[src/rtl/conv_out_packer_if.sv]
// Bundles one column's config, conv result stream and output-SRAM write port.
// The slave modport is the packer; the master side is the upstream controller.
interface conv_out_packer_if #(
    parameter int ADDR_W = 10,
    parameter int DATA_W = 32
);
    logic                  start_i;
    logic [9:0]            ofmap_size_i;
    logic [ADDR_W-1:0]     base_addr_i;
    logic                  relu_en_i;
    logic                  conv_valid_i;
    logic [7:0]            conv_result_i;
    logic                  mem_wr_en_o;
    logic [ADDR_W-1:0]     mem_addr_o;
    logic [DATA_W-1:0]     mem_wdata_o;
    logic [DATA_W/8-1:0]   mem_wstrb_o;
    logic                  busy_o;
    logic                  done_o;
    logic                  err_o;

    modport master (
        output start_i, ofmap_size_i, base_addr_i, relu_en_i,
        output conv_valid_i, conv_result_i,
        input  mem_wr_en_o, mem_addr_o, mem_wdata_o, mem_wstrb_o,
        input  busy_o, done_o, err_o
    );

    modport slave (
        input  start_i, ofmap_size_i, base_addr_i, relu_en_i,
        input  conv_valid_i, conv_result_i,
        output mem_wr_en_o, mem_addr_o, mem_wdata_o, mem_wstrb_o,
        output busy_o, done_o, err_o
    );
endinterface

[src/rtl/conv_out_packer.sv]
// Per-column output stage: optional ReLU, packs four 8-bit results per word
// and writes them to the column's SRAM bank, pulsing done_o after the last word.
module conv_out_packer #(
    parameter int ADDR_W = 10,
    parameter int DATA_W = 32
) (
    input  logic                clk,
    input  logic                rst_n,
    conv_out_packer_if.slave    bus
);

    typedef enum logic [1:0] {IDLE, RUN, FIN} state_t;

    state_t              r_state;
    logic [9:0]          r_remaining;
    logic [1:0]          r_bidx;
    logic [DATA_W-1:0]   r_pack;
    logic [ADDR_W-1:0]   r_addr;
    logic                r_relu;
    logic                r_wr_en;
    logic [ADDR_W-1:0]   r_mem_addr;
    logic [DATA_W-1:0]   r_wdata;
    logic [DATA_W/8-1:0] r_wstrb;
    logic                r_done;
    logic                r_err;

    logic [7:0]          w_byte;
    logic [DATA_W-1:0]   w_merged;
    logic                w_accept;
    logic                w_flush;
    logic [DATA_W/8-1:0] w_strb;

    // The word being assembled is handed to the write register whole, so the
    // pack register can be cleared and reused the very next cycle.
    always_comb begin
        w_byte   = (r_relu && bus.conv_result_i[7]) ? 8'h00 : bus.conv_result_i;
        w_merged = r_pack;
        w_merged[{r_bidx, 3'b000} +: 8] = w_byte;
        w_accept = (r_state == RUN) && bus.conv_valid_i && (r_remaining != 10'd0);
        w_flush  = (r_bidx == 2'd3) || (r_remaining == 10'd1);
        case (r_bidx)
            2'd0:    w_strb = 4'b0001;
            2'd1:    w_strb = 4'b0011;
            2'd2:    w_strb = 4'b0111;
            default: w_strb = 4'b1111;
        endcase
    end

    always_ff @(posedge clk or negedge rst_n) begin
        if (!rst_n) begin
            r_state     <= IDLE;
            r_remaining <= '0;
            r_bidx      <= '0;
            r_pack      <= '0;
            r_addr      <= '0;
            r_relu      <= 1'b0;
            r_wr_en     <= 1'b0;
            r_mem_addr  <= '0;
            r_wdata     <= '0;
            r_wstrb     <= '0;
            r_done      <= 1'b0;
            r_err       <= 1'b0;
        end else begin
            r_wr_en <= 1'b0;
            r_done  <= 1'b0;
            case (r_state)
                IDLE: begin
                    if (bus.start_i) begin
                        r_err       <= 1'b0;
                        r_remaining <= bus.ofmap_size_i;
                        r_addr      <= bus.base_addr_i;
                        r_relu      <= bus.relu_en_i;
                        r_bidx      <= '0;
                        r_pack      <= '0;
                        if (bus.ofmap_size_i == 10'd0) begin
                            r_state <= FIN;
                            r_done  <= 1'b1;
                        end else begin
                            r_state <= RUN;
                        end
                    end
                    // A result arriving with start is still a drop, so set wins.
                    if (bus.conv_valid_i) r_err <= 1'b1;
                end
                RUN: begin
                    if (w_accept) begin
                        r_remaining <= r_remaining - 10'd1;
                        if (w_flush) begin
                            r_wr_en    <= 1'b1;
                            r_mem_addr <= r_addr;
                            r_wdata    <= w_merged;
                            r_wstrb    <= w_strb;
                            r_addr     <= r_addr + 1'b1;
                            r_pack     <= '0;
                            r_bidx     <= '0;
                        end else begin
                            r_pack <= w_merged;
                            r_bidx <= r_bidx + 2'd1;
                        end
                    end else if (r_remaining == 10'd0) begin
                        r_state <= FIN;
                        r_done  <= 1'b1;
                    end
                end
                FIN: begin
                    if (bus.conv_valid_i) r_err <= 1'b1;
                    r_state <= IDLE;
                end
                default: r_state <= IDLE;
            endcase
        end
    end

    assign bus.mem_wr_en_o = r_wr_en;
    assign bus.mem_addr_o  = r_mem_addr;
    assign bus.mem_wdata_o = r_wdata;
    assign bus.mem_wstrb_o = r_wstrb;
    assign bus.busy_o      = (r_state != IDLE);
    assign bus.done_o      = r_done;
    assign bus.err_o       = r_err;

endmodule
[src/flat_wrapper.sv]
// flat-port wrapper written by rule: the top's interface ports become plain ports
module conv_out_packer_flat 
#(
    parameter int ADDR_W = 10,
    parameter int DATA_W = 32
)
  (clk, rst_n, bus_start_i, bus_ofmap_size_i, bus_base_addr_i, bus_relu_en_i, bus_conv_valid_i, bus_conv_result_i, bus_mem_wr_en_o, bus_mem_addr_o, bus_mem_wdata_o, bus_mem_wstrb_o, bus_busy_o, bus_done_o, bus_err_o);
  conv_out_packer_if #(.ADDR_W(ADDR_W), .DATA_W(DATA_W)) bus_i ();
  input  logic clk;
  input  logic rst_n;
  input wire logic [$bits(bus_i.start_i)-1:0] bus_start_i;
  input wire logic [$bits(bus_i.ofmap_size_i)-1:0] bus_ofmap_size_i;
  input wire logic [$bits(bus_i.base_addr_i)-1:0] bus_base_addr_i;
  input wire logic [$bits(bus_i.relu_en_i)-1:0] bus_relu_en_i;
  input wire logic [$bits(bus_i.conv_valid_i)-1:0] bus_conv_valid_i;
  input wire logic [$bits(bus_i.conv_result_i)-1:0] bus_conv_result_i;
  output wire logic [$bits(bus_i.mem_wr_en_o)-1:0] bus_mem_wr_en_o;
  output wire logic [$bits(bus_i.mem_addr_o)-1:0] bus_mem_addr_o;
  output wire logic [$bits(bus_i.mem_wdata_o)-1:0] bus_mem_wdata_o;
  output wire logic [$bits(bus_i.mem_wstrb_o)-1:0] bus_mem_wstrb_o;
  output wire logic [$bits(bus_i.busy_o)-1:0] bus_busy_o;
  output wire logic [$bits(bus_i.done_o)-1:0] bus_done_o;
  output wire logic [$bits(bus_i.err_o)-1:0] bus_err_o;
  assign bus_i.start_i = bus_start_i;
  assign bus_i.ofmap_size_i = bus_ofmap_size_i;
  assign bus_i.base_addr_i = bus_base_addr_i;
  assign bus_i.relu_en_i = bus_relu_en_i;
  assign bus_i.conv_valid_i = bus_conv_valid_i;
  assign bus_i.conv_result_i = bus_conv_result_i;
  assign bus_mem_wr_en_o = bus_i.mem_wr_en_o;
  assign bus_mem_addr_o = bus_i.mem_addr_o;
  assign bus_mem_wdata_o = bus_i.mem_wdata_o;
  assign bus_mem_wstrb_o = bus_i.mem_wstrb_o;
  assign bus_busy_o = bus_i.busy_o;
  assign bus_done_o = bus_i.done_o;
  assign bus_err_o = bus_i.err_o;
  conv_out_packer #(.ADDR_W(ADDR_W), .DATA_W(DATA_W)) u_core (.clk(clk), .rst_n(rst_n), .bus(bus_i));
endmodule
[config.mk]
export PLATFORM = sky130hd
export DESIGN_NAME = conv_out_packer_flat
export DESIGN_NICKNAME = d
export VERILOG_FILES = /design/src/rtl/conv_out_packer_if.sv /design/src/rtl/conv_out_packer.sv /design/src/flat_wrapper.sv
export SDC_FILE = /design/constraint.sdc
export NUM_CORES = 1
export LEC_CHECK = 0
export ABC_AREA = 1
export BUFFER_PORTS_ARGS = -buffer_cell sky130_fd_sc_hd__buf_2
export CAP_MARGIN = 30
export CORE_ASPECT_RATIO = 1.25
export CORE_MARGIN = 1
export CORE_UTILIZATION = 61
export CTS_CLUSTER_DIAMETER = 50
export CTS_CLUSTER_SIZE = 28
export DETAILED_ROUTE_END_ITERATION = 10
export PLACE_DENSITY_LB_ADDON = 0.15
export RECOVER_POWER = 50
export SLEW_MARGIN = 20
export SYNTH_ARGS = -nofsm -noshare
export SYNTH_HDL_FRONTEND = slang
export SYNTH_SLANG_ARGS = --single-unit
[constraint.sdc]
create_clock -name clk -period 3.4 [get_ports clk]
set_input_delay 0.34 -clock clk [delete_from_list [all_inputs] [get_ports clk]]
set_output_delay 0.34 -clock clk [all_outputs]
set_load 0.05 [all_outputs]
==> impl_metrics.tcl, run 1 <==
set metrics [dict create \
    p_leak_nw 3.283 \
    vias 4947 \
    clock_tree.root_cell "clkbuf_8" \
    place_inst 877 \
    die_x_microns 86.39 \
    status "finished, violations left" \
    slew_headroom_pct 10.89 \
    grt_max_degree 56 \
    ys_seq_elements 106 \
    clockBufferDepth 2 \
    crit_start "u_core.r_bidx[0]" \
    insertion_delay_ns 0.37 \
    switching_power_mw 2.547 \
    power_frac_comb_pct 45.8 \
    p_sw_share_pct 47.34 \
    timing.rr.end "u_core.r_pack[20]" \
    final_nets 812 \
    max_freq_mhz 419.5 \
    worstMarginPinSlew_ns 1.337 \
    drive_gt1_share_pct 13.20 \
    hold_path_class "input port to async pin" \
    criticalPathCategory "flip-flop to flip-flop" \
    ys.flop_type "dfrtp_1" \
    final_util_pct 70.23 \
    intPower_mw 2.833 \
    hold_buffers 0 \
    post-cts-setup-buffers 0 \
    post-route-period-util_pct 70.11 \
    p_seq_share_pct 34.8 \
    cts_tree "yes" \
    grt_overflow_total 0 \
    io_pins 83 \
    most-common-layout-cells "301 x nand2_1, 106 x dfrtp_1, 67 x nand3_1" \
    cp.arrival_ns 2.69 \
    core_sq_mm 0.008653 \
    ys_async_sr_fraction_pct 100.0 \
    cts.sinks 106 \
    area_growth_syn_to_layout_pct 11.91 \
    synth_seq_area_share_pct 48.85 \
    grt_usage_pct 29.96 \
    layout.cells.non_filler 893 \
    violations "hold timing" \
    wl_mm 13.14 \
    synth-edff-count 0 \
    dp_hpwl_mm 8.841 \
    vdd_drop_max_v 0.0004599 \
    vias_per_cell 5.540 \
    multi_input_area_sq_mm 0.002346 \
    initial_utilization_pct 62.75 \
    worstPathRequired_ns 3.71 \
    p_clk_share_pct 19.4 \
    finalHoldViolCount 8 \
    syn_area_per_cell_sq_um 7.713 \
    numCtsBuffers 9 \
    rr_startpoint "u_core.r_bidx[0]" \
    antenna_found_initial 0 \
    crit_path_end_kind "flip-flop" \
    finalCriticalPeriod_ns 2.384 \
    port_buffers 82 \
    die-height_microns 107.5 \
    rows 38 \
    clock_skew_ns 0.01050 \
    route.detailed.drc 0 \
    n_antenna_cell 0 \
    htree_levels 3 \
    drv_cap 0 \
    r2r_setup_slack_ns 1.02 \
    power_density_mw_per_mm2 885.2 \
    finalMaxSlewViolations 0 \
    ys_types 30 \
    wl_per_cell_microns 14.71 \
    grt_pass1_vias 4736 \
    setup_viol_count_final 0 \
    fillers 721 \
    drt_iter0_drc 437 \
    syn-num-nets 748 \
    path_clk_slew_ns 0.10 \
    tns_ns 0 \
    final_common_cell "nand2_1" \
    rsz0062_at_grt "false" \
    syn_inst 704 \
    die_area_sq_mm 0.009286 \
    gp_congestion 0.8562 \
    cp_max_fo 13 \
    syn_area_sq_mm 0.005430 \
    ff2ff_path_depth 7 \
    worstSetupStartpointType "flip-flop" \
    grt_pass1_wl_mm 21.59 \
    firstDrtPassIters 5 \
    drt.antenna.violating_nets 0 \
    post_cts_resized 0 \
    synth_warnings 0 \
    ff_latch_area_sq_mm 0.002653 \
    whs_ns -0.01570 \
]
## registers in the layout, indices dropped and copies added, names as in the netlist
register,cells
u_core.bus.mem_wstrb_o,4
u_core.bus.err_o,1
u_core.r_remaining,10
u_core.bus.done_o,1
u_core.r_relu,1
u_core.r_pack,32
u_core.r_addr,10
u_core.bus.mem_wdata_o,32
u_core.bus.mem_addr_o,10
u_core.bus.mem_wr_en_o,1
u_core.r_state,2
u_core.r_bidx,2
## final cells by class
type	instances	share of cell area (%)
timing repair buffer	86	6.774
clock buffer	12	2.718
tap	120	2.471
sequential	106	43.65
clock inverter	4	1.977
multi-input combinational	504	38.60
inverter	61	3.809
## cells in the mapped netlist, types with 2 or more instances
master | count | area [sq um]
nand2_1 | 300 | 1126
dfrtp_1 | 106 | 2653
nand3_1 | 67 | 335.3
inv_1 | 57 | 214.0
o21ai_0 | 41 | 205.2
o22ai_1 | 24 | 150.1
nor2_1 | 19 | 71.32
buf_2 | 17 | 85.08
nand4_1 | 15 | 93.84
ha_1 | 11 | 137.6
clkbuf_1 | 5 | 18.77
nand3_2 | 5 | 50.05
buf_6 | 4 | 45.04
nand2_2 | 4 | 25.02
nor2_2 | 4 | 25.02
a21oi_1 | 3 | 15.01
buf_1 | 3 | 11.26
buf_4 | 3 | 22.52
inv_2 | 3 | 11.26
nand2_4 | 2 | 22.52
or2_2 | 2 | 12.51
## power groups by stage
stage / logic (mW) / registers [mW] / clock network (mW)
after floorplan: 1.47 / 2.31 / 0
after global placement: 2.40 / 1.86 / 0
after detailed placement: 2.45 / 1.88 / 0
after CTS: 2.47 / 1.86 / 1.06
after global routing: 2.71 / 1.91 / 1.11
final: 2.46 / 1.87 / 1.05
## per-stage QoR
stage	total power [mW]	area [sq um]	worst slack, ns
after floorplan	3.784	5430	1.582
after global placement	4.261	5838	1.290
after detailed placement	4.332	5838	1.115
after CTS	5.387	6123	1.096
after global routing	5.739	6077	0.8411
final	5.379	6077	1.016
## cells by family (layout without fill, tap and decap cells)
family / count (synthesis) / after routing / synth area share, %
compound gates: 70 / 70 / 7.281
xor+xnor: 1 / 1 / 0.1613
fa+ha+maj: 11 / 11 / 2.535
buf+inv: 94 / 163 / 7.903
flops: 106 / 106 / 48.85
simple gates: 422 / 422 / 33.27
## worst max-delay path, cell delays in order, from the launching register on
cell	delay, ns
dfrtp_1	0.60
inv_1	0.22
ha_1	0.28
inv_1	0.25
nand4_1	0.43
o22ai_1	0.31
nand3_1	0.12
nand2_1	0.10
## metal layers
metal	track usage (%)	wire (microns)	vias up
met4	12.86	314	0
li1	-	-	2366
met5	0	0	-
met2	50.17	6471	201
met1	38.34	5539	2348
met3	4.908	809	32
## worst max-delay path by stage
stage | end | slack [ns] | depth (start not counted)
after detailed placement | u_core.r_pack[20] | 1.11 | 7
after global routing | u_core.r_pack[23] | 0.84 | 6
final | u_core.r_pack[20] | 1.02 | 7
after floorplan | u_core.r_pack[14] | 1.58 | 9
after global placement | u_core.r_remaining[7] | 1.29 | 7
after CTS | u_core.r_pack[20] | 1.10 | 7
(Power assumes the default switching activity.)
==> run 2, diff against run 1 <==
Settings changed: CORE_UTILIZATION 61 to 57.
Clock period 3.4 ns to 2.4 ns, I/O delays scaled along.
==> impl_metrics.tcl, run 2 (same netlist as run 1, synthesis figures left out) <==
set metrics [dict create \
    clockBufferDepth 2 \
    grt_usage_pct 29.00 \
    max_freq_mhz 450.3 \
    grt_pass1_wl_mm 22.31 \
    firstDrtPassIters 7 \
    slew_headroom_pct 25.72 \
    p_leak_nw 3.202 \
    grt_overflow_total 0 \
    path_clk_slew_ns 0.07 \
    final_nets 818 \
    port_buffers 82 \
    criticalPathCategory "flip-flop to flip-flop" \
    cp.arrival_ns 2.50 \
    post-cts-setup-buffers 0 \
    top_layer_used "met4" \
    clock_skew_ns 0.007571 \
    dp_hpwl_mm 8.930 \
    finalCriticalPeriod_ns 2.221 \
    post-route-period-util_pct 92.54 \
    setup_viol_count_final 0 \
    n_antenna_cell 0 \
    cp_num_cells 6 \
    crit_start "u_core.r_bidx[0]" \
    layout.cells.non_filler 902 \
    final_common_cell "nand2_1" \
    report.power.total_mw 7.627 \
    numCtsBuffers 9 \
    vdd_drop_max_v 0.0005288 \
    die_x_microns 89.30 \
    insertion_delay_ns 0.35 \
    worstMarginPinSlew_ns 1.114 \
    timing.rr.end "u_core.r_pack[22]" \
    cp_max_fo 13 \
    htree_levels 3 \
    drt_iter0_drc 336 \
    rows 39 \
    design_area_sq_mm 0.006100 \
    most-common-layout-cells "300 x nand2_1, 106 x dfrtp_1, 67 x nand3_1" \
    finalHoldViolCount 0 \
    wl_met2_mm 6.290 \
    worstPathRequired_ns 2.68 \
    setup_slack_ns 0.1791 \
    core_sq_mm 0.009174 \
    final_util_pct 66.49 \
    route.detailed.drc 0 \
    place_inst 885 \
    critPathSlowestCell "dfrtp_1" \
    hold_path_class "input port to flip-flop" \
    vias_per_cell 5.412 \
    grt_max_degree 44 \
    path_buf_inv 1 \
    max_stage_delay_ns 0.52 \
    crit_path_end_kind "flip-flop" \
    dr_wl_met3_microns 725 \
    whs_ns 0.1322 \
    crit_family "simple AND/OR/NAND/NOR gates" \
    drv_cap 0 \
    setup.worst_path.end "u_core.r_pack[22]" \
    vias 4882 \
    power_density_mw_per_mm2 1250 \
    tns_ns 0 \
    io_pins 83 \
    wl_met1_mm 5.841 \
    antenna_found_initial 0 \
    dp_slack_ns 0.2597 \
    clock_tree.root_cell "clkbuf_16" \
    grt_pass1_vias 4832 \
    worstSetupStartpointType "flip-flop" \
    cts.sinks 106 \
    finalMaxSlewViolations 0 \
    gp_congestion 0.8581 \
    wl_mm 13.22 \
    status "complete, no violations" \
    place_area_sq_mm 0.005867 \
    cts_tree "yes" \
    drt.antenna.violating_nets 0 \
    initial_utilization_pct 59.19 \
    die-height_microns 111.1 \
    cp_cell_sequence "inv_1 -> ha_1 -> nand4_1 -> o22ai_1 -> nand3_1 -> nand2_1" \
    drive_gt1_share_pct 10.14 \
    rr_startpoint "u_core.r_bidx[0]" \
    die_area_sq_mm 0.009923 \
    rsz0062_at_grt "false" \
    wl_per_cell_microns 14.65 \
    ff2ff_path_depth 6 \
    r2r_setup_slack_ns 0.18 \
    area_growth_syn_to_layout_pct 12.33 \
]
-- run 2: power breakdown --
part / leakage, nW / internal [mW] / switching (mW)
Clock: 0.147 / 0.839 / 0.645
Sequential: 1.43 / 2.26 / 0.385
Combinational: 1.63 / 0.870 / 2.63
Total: 3.20 / 3.97 / 3.66
-- run 2: worst min-delay path by stage --
stage / from / to / slack [ns] / depth (start not counted)
after floorplan: rst_n / u_core.bus.done_o / -0.06 / 0
after global placement: rst_n / u_core.r_remaining[6] / 0.27 / 1
after detailed placement: rst_n / u_core.r_remaining[5] / 0.28 / 1
after CTS: bus_relu_en_i / u_core.r_relu / 0.12 / 3
after global routing: bus_relu_en_i / u_core.r_relu / 0.14 / 3
final: bus_relu_en_i / u_core.r_relu / 0.13 / 3
-- run 2: area by class of cell --
cell class	count	area, sq um
Tap cell	123	153.9
Inverter	61	231.5
Timing Repair Buffer	92	417.9
Clock buffer	12	246.5
Clock inverter	4	48.80
Sequential cell	106	2653
Fill cell	839	3074
Multi-Input combinational cell	504	2349
-- run 2: layer usage --
metal / vias to the layer above / GRT usage, %
met5: - / 0
met2: 175 / 46.06
met4: 0 / 13.33
met1: 2304 / 38.70
met3: 22 / 4.393
li1: 2381 / -
-- run 2: timing repair --
| item | in CTS | in global routing |
|---|---|---|
| hold endpoints to repair | 40 | 0 |
| hold buffers | 1 | 0 |
| resized for setup | 0 | 0 |
-- run 2: worst min-delay path, cell delays in order --
cell and delay [ns]:
buf_2 0.09, nand2_1 0.04, o21ai_0 0.06
==> run 3, diff against run 2 <==
Settings changed: CORE_ASPECT_RATIO 1.25 to 0.5.
==> impl_metrics.tcl, run 3 (same netlist as run 1, synthesis figures left out) <==
set metrics [dict create \
    worstMarginPinSlew_ns 1.124 \
    final_common_cell "nand2_1" \
    hold_path_class "input port to flip-flop" \
    criticalPathCategory "flip-flop to flip-flop" \
    grt_pass1_vias 4454 \
    ff2ff_path_depth 7 \
    firstDrtPassIters 5 \
    io_pins 83 \
    cts_tree "yes" \
    crit_family "flip-flops" \
    max_stage_delay_ns 0.57 \
    critPathSlowestCell "dfrtp_1" \
    p_leak_nw 3.316 \
    n_antenna_cell 0 \
    slew_headroom_pct 25.07 \
    drt_iter0_drc 423 \
    core_sq_mm 0.008979 \
    design_area_sq_mm 0.006176 \
    grt_overflow_total 0 \
    vias 4879 \
    numCtsBuffers 9 \
    wl_mm 13.41 \
    finalHoldViolCount 0 \
    tns_ns 0 \
    die_area_sq_mm 0.009945 \
    path_clk_slew_ns 0.07 \
    setup_viol_count_final 0 \
    antenna_found_initial 0 \
    grt_max_degree 45 \
    clockBufferDepth 2 \
    worstSetupStartpointType "flip-flop" \
    rsz0062_at_grt "false" \
    min_to "u_core.r_relu" \
    drt.antenna.violating_nets 0 \
    r2r_setup_slack_ns 0.19 \
    port_buffers 82 \
    final_nets 820 \
    clock_skew_ns 0.008033 \
    rows 24 \
    cp.arrival_ns 2.49 \
    insertion_delay_ns 0.35 \
    rr_startpoint "u_core.r_bidx[0]" \
    dp_hpwl_mm 9.079 \
    die_x_microns 140.0 \
    crit_path_end_kind "flip-flop" \
    worstPathRequired_ns 2.69 \
    cp_max_fo 13 \
    area_growth_syn_to_layout_pct 13.73 \
    cts.sinks 106 \
    vdd_drop_max_v 0.0006088 \
    path_buf_inv 2 \
    power_density_mw_per_mm2 1259 \
    finalCriticalPeriod_ns 2.205 \
    clock_tree.root_cell "clkbuf_16" \
    post-cts-setup-buffers 0 \
    max_freq_mhz 453.4 \
    drive_gt1_share_pct 13.57 \
    vias_per_cell 5.433 \
    route.detailed.drc 0 \
    holdCritStartpoint "bus_relu_en_i" \
    timing.rr.end "u_core.r_pack[6]" \
    grt_pass1_wl_mm 22.42 \
    drv_cap 0 \
    hold_depth 3 \
    crit_path_frequent_cell "inv_1" \
    die-height_microns 71.02 \
    place_area_sq_mm 0.005887 \
    initial_utilization_pct 60.48 \
    finalMaxSlewViolations 0 \
    wl_per_cell_microns 14.93 \
    grt_usage_pct 28.99 \
    cp_cell_sequence "inv_1 -> ha_1 -> inv_1 -> nand4_1 -> o21ai_0 -> nand3_1 -> nand2_1" \
    status "complete, no violations" \
    htree_levels 3 \
    post-route-period-util_pct 91.89 \
    most-common-layout-cells "300 x nand2_1, 106 x dfrtp_1, 67 x nand3_1" \
    gp_congestion 0.8868 \
]
## run 3: cell count changes in the layout (fill, tap and decap cells not counted), sizes merged
cell / change
inv: -1
buf: +27
bufinv: +1
clkbuf: -27
clkinvlp: +2
## run 3: worst max-delay path by stage
stage	start	endpoint	slack, ns	cells after the start
after global placement	u_core.r_bidx[0]	u_core.r_pack[6]	0.34	7
after floorplan	u_core.r_bidx[0]	u_core.r_pack[14]	0.58	9
after global routing	u_core.r_bidx[0]	u_core.r_pack[6]	0.004	7
after detailed placement	u_core.r_bidx[0]	u_core.r_pack[6]	0.29	7
final	u_core.r_bidx[0]	u_core.r_pack[6]	0.19	7
after CTS	u_core.r_bidx[0]	u_core.r_pack[26]	0.25	7
## run 3: worst register-to-register path, stage by stage (launching register included)
cell and delay (ns):
dfrtp_1 0.57, inv_1 0.23, ha_1 0.39, inv_1 0.09
nand4_1 0.28, o21ai_0 0.39, nand3_1 0.11, nand2_1 0.08
## run 3: metrics by stage
stage	util, %	power, mW	cells	hold slack (ns)	setup slack [ns]
after floorplan	-	5.361	704	-0.05559	0.5819
after global placement	65.57	6.126	881	0.2758	0.3416
after detailed placement	65.57	6.186	881	0.2816	0.2910
after CTS	69.23	7.791	898	0.1211	0.2454
after global routing	68.78	8.292	898	0.1393	0.004164
final	68.78	7.778	898	0.1307	0.1945
## run 3: area by class of cell
type | instances | area (sq um)
multi-input cells | 504 | 2349
clock inverters | 6 | 90.09
fillers | 786 | 2803
repair buffers | 94 | 474.2
well taps | 117 | 146.4
flip-flops and latches | 106 | 2653
inverters | 61 | 235.2
clock buffers | 10 | 229.0
## run 3: timing repair
| item | in CTS | in global routing |
|---|---|---|
| gates resized for setup | 0 | 1 |
| setup endpoints to repair | 0 | 1 |
| hold buffers | 1 | 0 |
| hold endpoints to repair | 40 | 0 |
## run 3: routing by layer
layer	part of all wire, %	GRT usage (%)	routed length, microns
met5	0	0	0
met3	8.0	7.109	1070
met4	1.0	7.082	135
met1	48	43.06	6386
met2	43	42.78	5816
## run 3: power breakdown
part           switching, mW  total, mW  internal [mW]
sequential             0.383       2.64           2.26
combinational           2.64       3.55          0.910
clock                  0.661       1.58          0.919
